$ cat src/rtl/pmp_check_stage.sv
// pmp_check_stage: physical-memory-protection lookup for one request at a time.
//
// A request arrives as a toggle on i_drive, which is asynchronous to clk. The stage
// then walks the region table one entry per cycle, lowest index first, and reports
// the result with a toggle on o_free.
//
// Ports
//   clk, rstn          clock; asynchronous active-low reset
//   i_drive            request toggle (asynchronous to clk)
//   i_addr_32, i_acc   request address and one-hot access type {x,w,r}
//   o_free             completion toggle, one per serviced request
//   o_fault, o_hit_idx result of the last request (hit index 7 = no match)
//   i_cfg_*            region write port {base, limit, perm={lock,x,w,r}}
//   o_cfg_ready        high while idle; writes are taken only then
//   o_overrun          sticky: a request was dropped because one was already queued
//
// Optional feature: define PMP_CHECK_LOCK_EN to make perm[3] lock an entry against
// rewrites until reset, and to deny W+X accesses to locked entries. Without the macro,
// perm[3] is stored but has no effect.
module pmp_check_stage #(
  parameter int unsigned NUM_ENTRIES = 4
) (
  input  logic        clk,
  input  logic        rstn,
  input  logic        i_drive,
  input  logic [31:0] i_addr_32,
  input  logic [2:0]  i_acc,
  output logic        o_free,
  output logic        o_fault,
  output logic [2:0]  o_hit_idx,
  input  logic        i_cfg_we,
  input  logic [2:0]  i_cfg_idx,
  input  logic [31:0] i_cfg_base_32,
  input  logic [31:0] i_cfg_limit_32,
  input  logic [3:0]  i_cfg_perm,
  output logic        o_cfg_ready,
  output logic        o_overrun
);

  // Table is sized for the full 3-bit index so any index is in range; only the
  // first NUM_ENTRIES slots are ever written or searched.
  localparam int unsigned Slots   = 8;
  localparam logic [2:0]  LastIdx = 3'(NUM_ENTRIES - 1);
  localparam logic [2:0]  MissIdx = 3'd7;

  typedef enum logic [1:0] {StIdle, StCheck, StDone} state_e;

  state_e      state_q;
  logic [2:0]  sync_q;
  logic        pend_q;
  logic        miss_q;
  logic [2:0]  idx_q;
  logic [31:0] addr_q;
  logic [2:0]  acc_q;
  logic        free_q;
  logic        fault_q;
  logic [2:0]  hit_q;
  logic        overrun_q;

  logic [31:0]      base_q  [Slots];
  logic [31:0]      limit_q [Slots];
  logic [3:0]       perm_q  [Slots];
  logic [Slots-1:0] valid_q;

  logic req_edge;
  logic cfg_ready;
  logic cfg_idx_ok;
  logic cfg_blocked;
  logic cfg_commit;
  logic entry_hit;
  logic lock_fault;
  logic access_fault;

  // sync_q[1] is the second synchronizer stage; sync_q[2] delays it for edge detection.
  assign req_edge = sync_q[1] ^ sync_q[2];

  assign cfg_ready  = (state_q == StIdle);
  assign cfg_idx_ok = (32'(i_cfg_idx) < NUM_ENTRIES);

`ifdef PMP_CHECK_LOCK_EN
  assign cfg_blocked = perm_q[i_cfg_idx][3];
  assign lock_fault  = perm_q[idx_q][3] & acc_q[2] & acc_q[1];
`else
  logic unused_lock;
  assign cfg_blocked = 1'b0;
  assign lock_fault  = 1'b0;
  always_comb begin
    unused_lock = 1'b0;
    for (int i = 0; i < Slots; i++) begin
      unused_lock = unused_lock ^ perm_q[i][3];
    end
  end
`endif

  assign cfg_commit = i_cfg_we & cfg_ready & cfg_idx_ok & ~cfg_blocked;

  // Unsigned compares; base > limit can never satisfy both, so such an entry never hits.
  assign entry_hit = valid_q[idx_q] & (base_q[idx_q] <= addr_q) & (addr_q <= limit_q[idx_q]);

  assign access_fault = miss_q | ((acc_q & perm_q[idx_q][2:0]) == 3'b000) | lock_fault;

  // Region table. A write in the same idle cycle as a request lands on the edge that
  // enters CHECK, so the walk that follows sees the new values.
  always_ff @(posedge clk or negedge rstn) begin
    if (!rstn) begin
      valid_q <= '0;
      for (int i = 0; i < Slots; i++) begin
        base_q[i]  <= '0;
        limit_q[i] <= '0;
        perm_q[i]  <= '0;
      end
    end else if (cfg_commit) begin
      base_q[i_cfg_idx]  <= i_cfg_base_32;
      limit_q[i_cfg_idx] <= i_cfg_limit_32;
      perm_q[i_cfg_idx]  <= i_cfg_perm;
      valid_q[i_cfg_idx] <= 1'b1;
    end
  end

  always_ff @(posedge clk or negedge rstn) begin
    if (!rstn) begin
      state_q   <= StIdle;
      sync_q    <= '0;
      pend_q    <= 1'b0;
      miss_q    <= 1'b0;
      idx_q     <= '0;
      addr_q    <= '0;
      acc_q     <= '0;
      free_q    <= 1'b0;
      fault_q   <= 1'b0;
      hit_q     <= MissIdx;
      overrun_q <= 1'b0;
    end else begin
      sync_q <= {sync_q[1:0], i_drive};
      unique case (state_q)
        StIdle: begin
          if (req_edge || pend_q) begin
            state_q <= StCheck;
            addr_q  <= i_addr_32;
            acc_q   <= i_acc;
            idx_q   <= '0;
            // A fresh edge landing while a queued request is taken stays queued.
            pend_q  <= pend_q & req_edge;
          end
        end
        StCheck: begin
          if (req_edge) begin
            if (pend_q) overrun_q <= 1'b1;
            pend_q <= 1'b1;
          end
          if (entry_hit) begin
            miss_q  <= 1'b0;
            state_q <= StDone;
          end else if (idx_q == LastIdx) begin
            miss_q  <= 1'b1;
            state_q <= StDone;
          end else begin
            idx_q <= idx_q + 3'd1;
          end
        end
        StDone: begin
          if (req_edge) begin
            if (pend_q) overrun_q <= 1'b1;
            pend_q <= 1'b1;
          end
          fault_q <= access_fault;
          hit_q   <= miss_q ? MissIdx : idx_q;
          free_q  <= ~free_q;
          state_q <= StIdle;
        end
        default: state_q <= StIdle;
      endcase
    end
  end

  assign o_free      = free_q;
  assign o_fault     = fault_q;
  assign o_hit_idx   = hit_q;
  assign o_overrun   = overrun_q;
  assign o_cfg_ready = cfg_ready;

endmodule

$ cat config.mk
export PLATFORM = sky130hd
export DESIGN_NAME = pmp_check_stage
export DESIGN_NICKNAME = d
export VERILOG_FILES = /design/src/rtl/pmp_check_stage.sv
export SDC_FILE = /design/constraint.sdc
export NUM_CORES = 1
export LEC_CHECK = 0
export BUFFER_PORTS_ARGS = -buffer_cell sky130_fd_sc_hd__clkbuf_2
export CAP_MARGIN = 20
export CORE_UTILIZATION = 45
export DETAILED_ROUTE_END_ITERATION = 10
export PLACE_DENSITY_LB_ADDON = 0.15
export SLEW_MARGIN = 20
export SYNTH_ARGS = -nofsm -noshare
export SYNTH_HDL_FRONTEND = slang
export SYNTH_SLANG_ARGS = --single-unit
$ cat constraint.sdc
create_clock -name clk -period 9.2 [get_ports clk]
set_clock_uncertainty 0.1 [all_clocks]
set_input_delay 0 -clock clk [delete_from_list [all_inputs] [get_ports clk]]
set_output_delay 0 -clock clk [all_outputs]
set_load 0.02 [all_outputs]
# Word level (Yosys, flattened, before mapping)
# Cells that the tools add are included.
[word_totals]
wordCells = 115
ff_bits = 603
input_bits = 110
[classes]
bitwise = 12
n_addsub = 1
n_eq_ne = 8
n_lt_le_gt_ge = 9
reduce_logical = 15
n_mux = 34
[op_table]
columns = ["op", "n"]
rows = [
  ["bitwise mux 256 bit", 2],
  ["binary-select mux 32 bit (select 3 bit)", 2],
  ["2-to-1 mux 32 bit", 5],
  ["demux 32 bit (select 3 bit)", 1],
  ["<= comparator 32 bit", 2],
  ["bitwise mux 32 bit", 1],
  ["2-to-1 mux 3 bit", 6],
  ["binary-select mux 4 bit (select 3 bit)", 1],
  ["demux 4 bit (select 3 bit)", 1],
  ["greater-or-equal comparator 4 bit (second input constant)", 2],
  ["< comparator 3 x 4 -> 1 bit (second input constant)", 2],
  ["NOT 3 -> 4 bit", 2],
  ["bitwise OR 8 bit", 1],
  ["2-to-1 mux 1 bit", 6],
  ["2-to-1 mux 2 bit", 3],
  ["one-hot mux 3 bit (2 select lines)", 1],
  ["AND reduction 2 bit", 3],
  ["AND reduction 3 bit", 2],
  ["nonzero test 2 bit", 3],
  ["AND 1 bit", 5],
  ["< comparator 4 x 1 -> 1 bit (second input constant)", 1],
  ["2-to-1 mux 4 bit", 1],
  ["inequality test 2 x 1 -> 1 bit (second input constant)", 2],
  ["inequality test 2 bit (second input constant)", 2],
  ["other kinds (21)", 22],
]

# Depth between registers and ports, before layout
# Gate-level depths: netlist of the first run.
[depth]
ltp_word = 9
ltp_mapped = 16
ltp_nobuf = 12

# Worst setup path before layout of the first run
# OpenSTA, ideal clock, no wires.
[synth_path]
kind = "flip-flop to flip-flop"
start = "register idx_q[0]"
end = "register state_q[0]"
path_stages_with_launch = 16
synth_period_minus_slack_ns = 3.688
path_buffers = 4
setup_time_ns = 0.077
slack_ns = 5.512
arrival_ns = 3.511
cell_sequence = "dfrtp_1 -> buf_2 -> buf_4 -> buf_2 -> buf_2 -> mux4_2 -> mux2i_1 -> ha_1 -> nand4_2 -> nor4_2 -> a21boi_1 -> o41a_2 -> o21ai_2 -> a31oi_4 -> a21o_1 -> a21oi_1"
[synth_via]
elab_chain_len = 9
elab_cells_between_ends = 18
[synth_lines]
columns = ["element", "line", "rtl"]
rows = [
  ["start: declaration", "52", "logic [2:0] idx_q;"],
  ["start signal: assignment", "158", "idx_q <= idx_q + 3'd1;"],
  ["NOT 3 -> 4 bit (implied by the code)", "98", "assign entry_hit = valid_q[idx_q] & (base_q[idx_q] <= addr_q) & (addr_q <= limit_q[idx_q]);"],
  ["binary-select mux 32 bit (select 3 bit)", "98", ""],
  ["2-to-1 mux 32 bit (implied by the code) (2 in a row)", "98", ""],
  ["<= comparator 32 bit", "98", ""],
  ["AND 1 bit (2 in a row)", "98", ""],
  ["2-to-1 mux 2 bit or inequality test 3 bit (tied branches)", "--", ""],
  ["one-hot mux 2 bit (2 select lines) or AND reduction 2 bit (tied branches)", "--", ""],
  ["end signal: assignment", "138", "state_q <= StCheck;"],
  ["end signal: assignment", "153", "state_q <= StDone;"],
  ["end signal: assignment", "156", "state_q <= StDone;"],
  ["end: declaration", "48", "state_e state_q;"],
]
# Several ways; a longest one is shown, not always the timed one. The select of a mux whose other input is x is not followed.
# A chain may end at the register's enable or synchronous reset.

# Worst setup path after layout of the first run
# Ends and elaborated chain as after synthesis.

==> flow_metrics.tcl, run 1 <==
set metrics [dict create \
    syn_inst 1786 \
    ys_ff_latch 595 \
    max_cap_violations 0 \
    ys_types 59 \
    sw_frac_of_total_pct 31.1 \
    port_buffers 115 \
    final_common_cell "dfrtp_1" \
    place.gp.congestion 0.752 \
    cts_tree "done" \
    grt_pass1_wl_mm 83.7 \
    drc 0 \
    area_growth_pct 14.3 \
    irDropWorstVdd_mv 0.148 \
    status "finished clean" \
    slew_headroom_pct 24.7 \
    cts_max_level 2 \
    min_period_ns 4.99 \
    use_met2_pct 30.4 \
    rsz0062_at_grt "no" \
    tightest_slew_ns 1.13 \
    fmax_mhz 200 \
    final_cell_mix "590 x dfrtp_1, 295 x mux2_2, 136 x mux4_2" \
    min_path_type "in -> reg" \
    synth_flop_cell "dfrtp_1" \
    synth_xor_area_share_pct 0.0688 \
    nNetsFinal 1924 \
    viasPerCell 5.16 \
    clock_sinks 595 \
    drt-initial-drc-count 622 \
    synthArstFlopShare_pct 100 \
    worst_slack_ns 4.21 \
    core_area_um2 55500 \
    setup_viol 0 \
    insertion_delay_ns 0.61 \
    drv_slew 0 \
    crit_path_end_kind "flip-flop" \
    grt_pass1_vias 14800 \
    synth_area_um2 25500 \
    clk_path_buf_depth 3 \
    dieArea_um2 57500 \
    p_clk_share_pct 27.2 \
    vias 13100 \
    worstPathMaxFanout 47 \
    grt.overflow.total 0 \
    synth-adder-area-share_pct 3.39 \
    required_ns 9.63 \
    cts_root_buf "clkbuf_16" \
    die_w_um 240 \
    gr-usage-met1_pct 26.9 \
    cp-start-kind "flip-flop" \
    hpwl_mm 32.4 \
    die_h_um 240 \
    setup_tns_ns 0 \
    r2r-start "idx_q[0]$_DFFE_PN0P_" \
    cp-startpoint "idx_q[0]$_DFFE_PN0P_" \
    synthSimpleGateAreaFrac_pct 3.40 \
    grt_max_degree 189 \
    track_usage_pct 19.1 \
    met3_usage_pct 3.56 \
    antenna_found_initial 8 \
    ant_nets 0 \
    p_leak_nw 13.6 \
    wl_mm 51.9 \
    synth_compound_gate_area_share_pct 1.89 \
    cts_buffers 61 \
    top_usage_layer "met2" \
    p_comb_share_pct 32.9 \
    fillers 4623 \
    drive_above_1_share_pct 38.7 \
    syn_nets 1965 \
    internal_power_mw 6.54 \
    ys_seq_area_share_pct 58.5 \
    synth_edf_count 0 \
    wl_per_cell_um 20.4 \
    power.switching_mw 2.95 \
    dp_worst_setup_slack_ns 4.03 \
    start_util_pct 45.9 \
    ios 117 \
    avgSynthCellArea_um2 14.3 \
    crit_type "reg -> reg" \
    finalCritPeriodShare_pct 54.3 \
    num_rows 86 \
    drtPass1Iterations 4 \
    synth_mux_area_share_pct 26.8 \
    yosysWarnings 0 \
    synth_top_family_by_area "multiplexers" \
    power_density_nw_per_um2 326 \
    hold_viol_final 0 \
    crit_arrival_ns 5.42 \
    power.share.sequential_pct 39.8 \
    clkTransAtPathRegs_ns 0.06 \
    hold_start "i_acc[0]" \
]
[through the flow]
stage                     power, mW  std cells  util, %  cell area, um2  hold slack [ns]
final                          9.48       2545     52.4           29100           0.0702
after global routing           10.1       2543     52.4           29100           0.0646
after CTS                      9.64       2540     52.4           29100           0.0370
after detailed placement       6.98       2319     46.5           25800           0.0130
after global placement         6.86       2318     46.5           25800           0.0127
after floorplan                6.06       1786        -           25500           -0.396
[repair_timing]
item,in CTS,in global routing
hold buffers,110,0
gates resized for setup,0,0
endpoints found under the hold margin,420,0
setup endpoints to repair,0,0
buffers inserted,0,0
[power groups by stage]
stage | registers, mW | logic [mW] | clock network [mW]
6_report | 3.78 | 3.12 | 2.58
5_1_grt | 3.88 | 3.49 | 2.76
4_1_cts | 3.79 | 3.20 | 2.66
3_5_place_dp | 3.83 | 3.15 | 0
3_3_place_gp | 3.79 | 3.07 | 0
2_1_floorplan | 3.61 | 2.45 | 0
[metal layers]
metal | share of wire, % | wire [um]
met1 | 46 | 23800
met2 | 47 | 24600
met3 | 4.6 | 2370
met4 | 2.0 | 1060
met5 | 0.10 | 54
[cells by family after synthesis]
logic type	count (synthesis)
DFF	595
and+or+nand+nor	186
muxes	473
AOI/OAI and AO/OA	73
xor gates and xnor gates	2
buffers and inverters	388
adders and majority gates	69
[critical path, cell delays in order (launching register included)]
cell	delay, ns
dfrtp_4	1.01
buf_4	0.84
mux4_2	0.61
mux2i_1	0.27
ha_1	0.32
a21oi_1	0.15
nand2_1	0.07
a221oi_1	0.28
o211ai_1	0.26
o21ai_2	0.36
a31oi_4	0.18
a21o_1	0.21
a21oi_1	0.15
[path summary, 6_finish.rpt]
| kind | depth (start not counted) | slack (ns) | endpoint |
|---|---|---|---|
| worst max register to register | 12 | 4.21 | state_q[0]$_DFFE_PN0P_ |
| worst max-delay path | 12 | 4.21 | state_q[0]$_DFFE_PN0P_ |
| worst min register to register | 0 | 0.26 | sync_q[1]$_DFF_PN0_ |
| min in group asynchronous | 3 | 0.48 | sync_q[1]$_DFF_PN0_ |
| max in group asynchronous | 5 | 6.32 | base_q[111]$_DFFE_PN0P_ |
| worst min-delay path | 3 | 0.07 | acc_q[0]$_DFFE_PN0P_ |
[registers in the layout (all words and copies together) (netlist names), 2 cells and up]
| signal | flops |
|---|---|
| valid_q | 8 |
| acc_q | 3 |
| perm_q | 24 |
| idx_q | 3 |
| addr_q | 32 |
| state_q | 2 |
| sync_q | 3 |
| o_hit_idx | 3 |
| limit_q | 256 |
| base_q | 256 |
[Yosys cell counts, types with 2 or more instances]
cell	instances	area, um2
o21a_1	2	15.0
a221oi_1	2	17.5
nor2b_1	4	25.0
xor2_1	2	17.5
or4_1	2	15.0
dfstp_2	3	78.8
ha_1	69	863
nand2b_1	3	18.8
buf_4	3	22.5
nor2_1	16	60.1
or2_2	2	12.5
mux2i_1	34	340
inv_1	39	146
o21ai_1	4	20.0
buf_2	34	170
nor4_4	2	42.5
nand3_1	5	25.0
nand4_1	14	87.6
mux2_1	8	90.1
mux4_2	136	3060
a21oi_1	35	175
o21ai_0	6	30.0
nor3_1	3	15.0
mux2_2	295	3320
buf_1	14	52.6
o211ai_1	4	30.0
a21o_1	2	15.0
nand2_1	127	477
clkbuf_1	295	1110
dfrtp_1	592	14800
[area by class of cell]
| cell class | count | area [um2] | area share, % |
|---|---|---|---|
| diodes | 4 | 10.0 | 0.0344 |
| clock buffers | 85 | 1780 | 6.11 |
| clock inverters | 26 | 355 | 1.22 |
| inverters | 40 | 151 | 0.520 |
| multi-input cells | 803 | 9090 | 31.2 |
| flip-flops and latches | 595 | 14900 | 51.2 |
| well taps | 748 | 936 | 3.21 |
| repair buffers | 244 | 1890 | 6.49 |
Note: power is estimated with default switching activity, not from simulation.
==> run 2: changes to the inputs <==
--- a/config.mk
+++ b/config.mk
@@ -5,6 +5,7 @@
 export SDC_FILE = /design/constraint.sdc
 export NUM_CORES = 1
 export LEC_CHECK = 0
+export ABC_AREA = 1
 export BUFFER_PORTS_ARGS = -buffer_cell sky130_fd_sc_hd__clkbuf_2
 export CAP_MARGIN = 20
 export CORE_UTILIZATION = 45
==> constraint.sdc (replaced) <==
create_clock -name clk -period 4.6 [get_ports clk]
set_clock_uncertainty 0.1 [all_clocks]
set_input_delay 0 -clock clk [delete_from_list [all_inputs] [get_ports clk]]
set_output_delay 0 -clock clk [all_outputs]
set_load 0.02 [all_outputs]
==> run 2 against run 1 <==
Largest cell class unchanged. Synthesized cell count is 59% higher. Largest power group unchanged. Maximum frequency up 34%. Via count grew 39%. Hold slack lost 0.0024 ns. First-iteration DRC count up 110%. Power increased by 97%.
==> flow_metrics.tcl, run 2 <==
set metrics [dict create \
    area_growth_pct 13.7 \
    critical_path.max_stage_delay_ns 0.60 \
    clkTransAtPathRegs_ns 0.06 \
    gr-usage-met1_pct 31.3 \
    cts_buffers 66 \
    avgSynthCellArea_um2 8.96 \
    reg2reg_to "state_q[0]$_DFFE_PN0P_" \
    status "finished clean" \
    ys_types 36 \
    timing.critical_path.buf_inv 1 \
    dp_worst_setup_slack_ns 0.922 \
    insertion_delay_ns 0.59 \
    crit_type "reg -> reg" \
    grt_pass1_wl_mm 99.2 \
    viasPerCell 5.17 \
    place.gp.congestion 0.770 \
    drv_slew 0 \
    synthTopCellsByCount "592 x dfrtp_1, 551 x o21ai_0, 424 x nor2_1" \
    irDropWorstVdd_mv 0.389 \
    biggestRegsByFlops "base_q x256, limit_q x256, addr_q x32" \
    drt-initial-drc-count 1288 \
    reg2regPathDepth 16 \
    slew_headroom_pct 39.5 \
    rrSetupSlack_ns 0.86 \
    synth_area_um2 25500 \
    p_leak_nw 14.2 \
    antenna_found_initial 1 \
    wl_per_cell_um 17.4 \
    path_cells "buf_12 -> o21ai_0 -> o22ai_1 -> o21ai_1 -> ha_1 -> a21oi_1 -> o21a_1 -> nand2_1 -> a21oi_1 -> nand2_1 -> nand2_1 -> nand3_1 -> nand3_2 -> nand2_1 -> nand2_1 -> nand2_1" \
    synth_flop_cell "dfrtp_1" \
    antennaDiodeCount 0 \
    clock_sinks 595 \
    design_power_total_mw 18.7 \
    use_met2_pct 35.2 \
    cp.depth 16 \
    r2r-start "idx_q[0]$_DFFE_PN0P_" \
    required_ns 4.98 \
    tightest_slew_ns 0.907 \
    num_rows 86 \
    cp-start-kind "flip-flop" \
    ys_ff_latch 595 \
    min_period_ns 3.74 \
    vias 18200 \
    die_h_um 240 \
    worst_slack_ns 0.864 \
    power_density_nw_per_um2 645 \
    fin_area_um2 29000 \
    placedCellCount 3305 \
    min_path_type "in -> reg" \
    cts_root_buf "clkbuf_16" \
    ys_seq_area_share_pct 58.4 \
    post_cts_resize_count 0 \
    cp-startpoint "idx_q[0]$_DFFE_PN0P_" \
    setup_tns_ns 0 \
    final_util_pct 52.2 \
    port_buffers 115 \
    track_usage_pct 22.0 \
    final_cell_mix "589 x dfrtp_1, 551 x o21ai_0, 424 x nor2_1" \
    setup_viol 0 \
    dpl-instance-area_um2 25700 \
    finalCritPeriodShare_pct 81.2 \
    crit_path_frequent_cell "nand2_1" \
    top_usage_layer "met2" \
    critPathTopFamily "compound AO/OA/AOI/OAI gates" \
    ios 117 \
    grt.overflow.total 0 \
    start_util_pct 45.9 \
    synth_edf_count 0 \
    hold_viol_final 0 \
    crit_arrival_ns 4.11 \
    synthDominantCellAreaShare_pct 58.1 \
    fmax_mhz 268 \
    crit_path_end_kind "flip-flop" \
    met3_usage_pct 2.94 \
    synthArstFlopShare_pct 100 \
    whs_ns 0.0679 \
    syn_nets 3025 \
    cts_tree "done" \
    final_cell_count_no_fill 3523 \
    nNetsFinal 2911 \
    cts_hold_buffers 107 \
    rsz0062_at_grt "no" \
    die_w_um 240 \
    worstPathMaxFanout 198 \
    crit_end "state_q[0]$_DFFE_PN0P_" \
    syn_inst 2846 \
    cts_max_level 3 \
    yosys.cell_count.top_type "dfrtp_1" \
    wl_mm 61.2 \
    ant_nets 0 \
    grt_max_degree 199 \
    drc 0 \
    cts_setup_buffers 0 \
    yosysTopAreaCell "dfrtp_1" \
    yosysWarnings 0 \
    dieArea_um2 57600 \
    grt_pass1_vias 18300 \
    max_cap_violations 0 \
    slowest_stage "buf_12" \
    drtPass1Iterations 5 \
    yosys-top-cells-area "dfrtp_1 58%, o21ai_0 11%, nor2_1 6.2%, nand2_1 5.4%, clkbuf_1 5.4%" \
    drive_above_1_share_pct 10.1 \
    clk_path_buf_depth 3 \
    core_area_um2 55500 \
    hpwl_mm 36.2 \
    final_common_cell "dfrtp_1" \
]
==> run 2: cell count changes after synthesis, sizes merged, moves of 36 or more <==
| cell | before | now |
|---|---|---|
| o21ai | 11 | 579 |
| inv | 40 | 130 |
| nand2 | 127 | 365 |
| o22ai | 0 | 65 |
| nor2 | 16 | 426 |
| clkbuf | 296 | 364 |
| mux4 | 136 | 0 |
| o221ai | 1 | 37 |
| mux2 | 303 | 3 |
==> run 2: layout make-up <==
class | count | area [um2]
well taps | 748 | 936
inverters | 131 | 499
flip-flops and latches | 595 | 14900
clock buffers | 91 | 1940
multi-input cells | 1680 | 8340
fillers | 5072 | 26500
clock inverters | 20 | 260
repair buffers | 258 | 2110
==> run 2: kinds of logic after synthesis <==
logic type / count (synthesis) / share of synthesized area, %
adders and majority gates: 69 / 3.39
AOI/OAI and AO/OA: 790 / 16.6
DFF: 595 / 58.4
and+or+nand+nor: 816 / 12.4
buffers and inverters: 571 / 8.98
muxes: 3 / 0.133
xor gates and xnor gates: 2 / 0.0687
==> run 2: metal layers <==
| metal | part of all wire, % | vias up |
|---|---|---|
| met4 | 1.9 | 0 |
| met3 | 4.0 | 79 |
| met1 | 48 | 8808 |
| met2 | 46 | 373 |
| li1 | - | 8962 |
| met5 | 0 | - |
==> run 2: how the worst min path moves through the flow <==
stage	start	end	slack, ns	depth (start not counted)
finish	i_cfg_idx[0]	base_q[129]$_DFFE_PN0P_	0.07	4
global route	i_cfg_idx[0]	base_q[129]$_DFFE_PN0P_	0.09	4
CTS	i_cfg_idx[0]	base_q[129]$_DFFE_PN0P_	0.03	4
detailed placement	i_drive	sync_q[0]$_DFF_PN0_	0.01	1
global placement	rstn	base_q[118]$_DFFE_PN0P_	0.003	1
floorplan	rstn	acc_q[0]$_DFFE_PN0P_	-0.40	0
==> run 2: power breakdown <==
| part | switching (mW) | internal [mW] | leakage, nW |
|---|---|---|---|
| logic | 3.81 | 2.28 | 5.32 |
| clock network | 2.08 | 3.27 | 1.09 |
| registers | 0.744 | 6.52 | 7.84 |
==> run 2: worst min-delay path: stages <==
cell	delay (ns)
clkbuf_2	0.12
nand3_4	0.45
nand2_1	0.08
o21ai_0	0.06
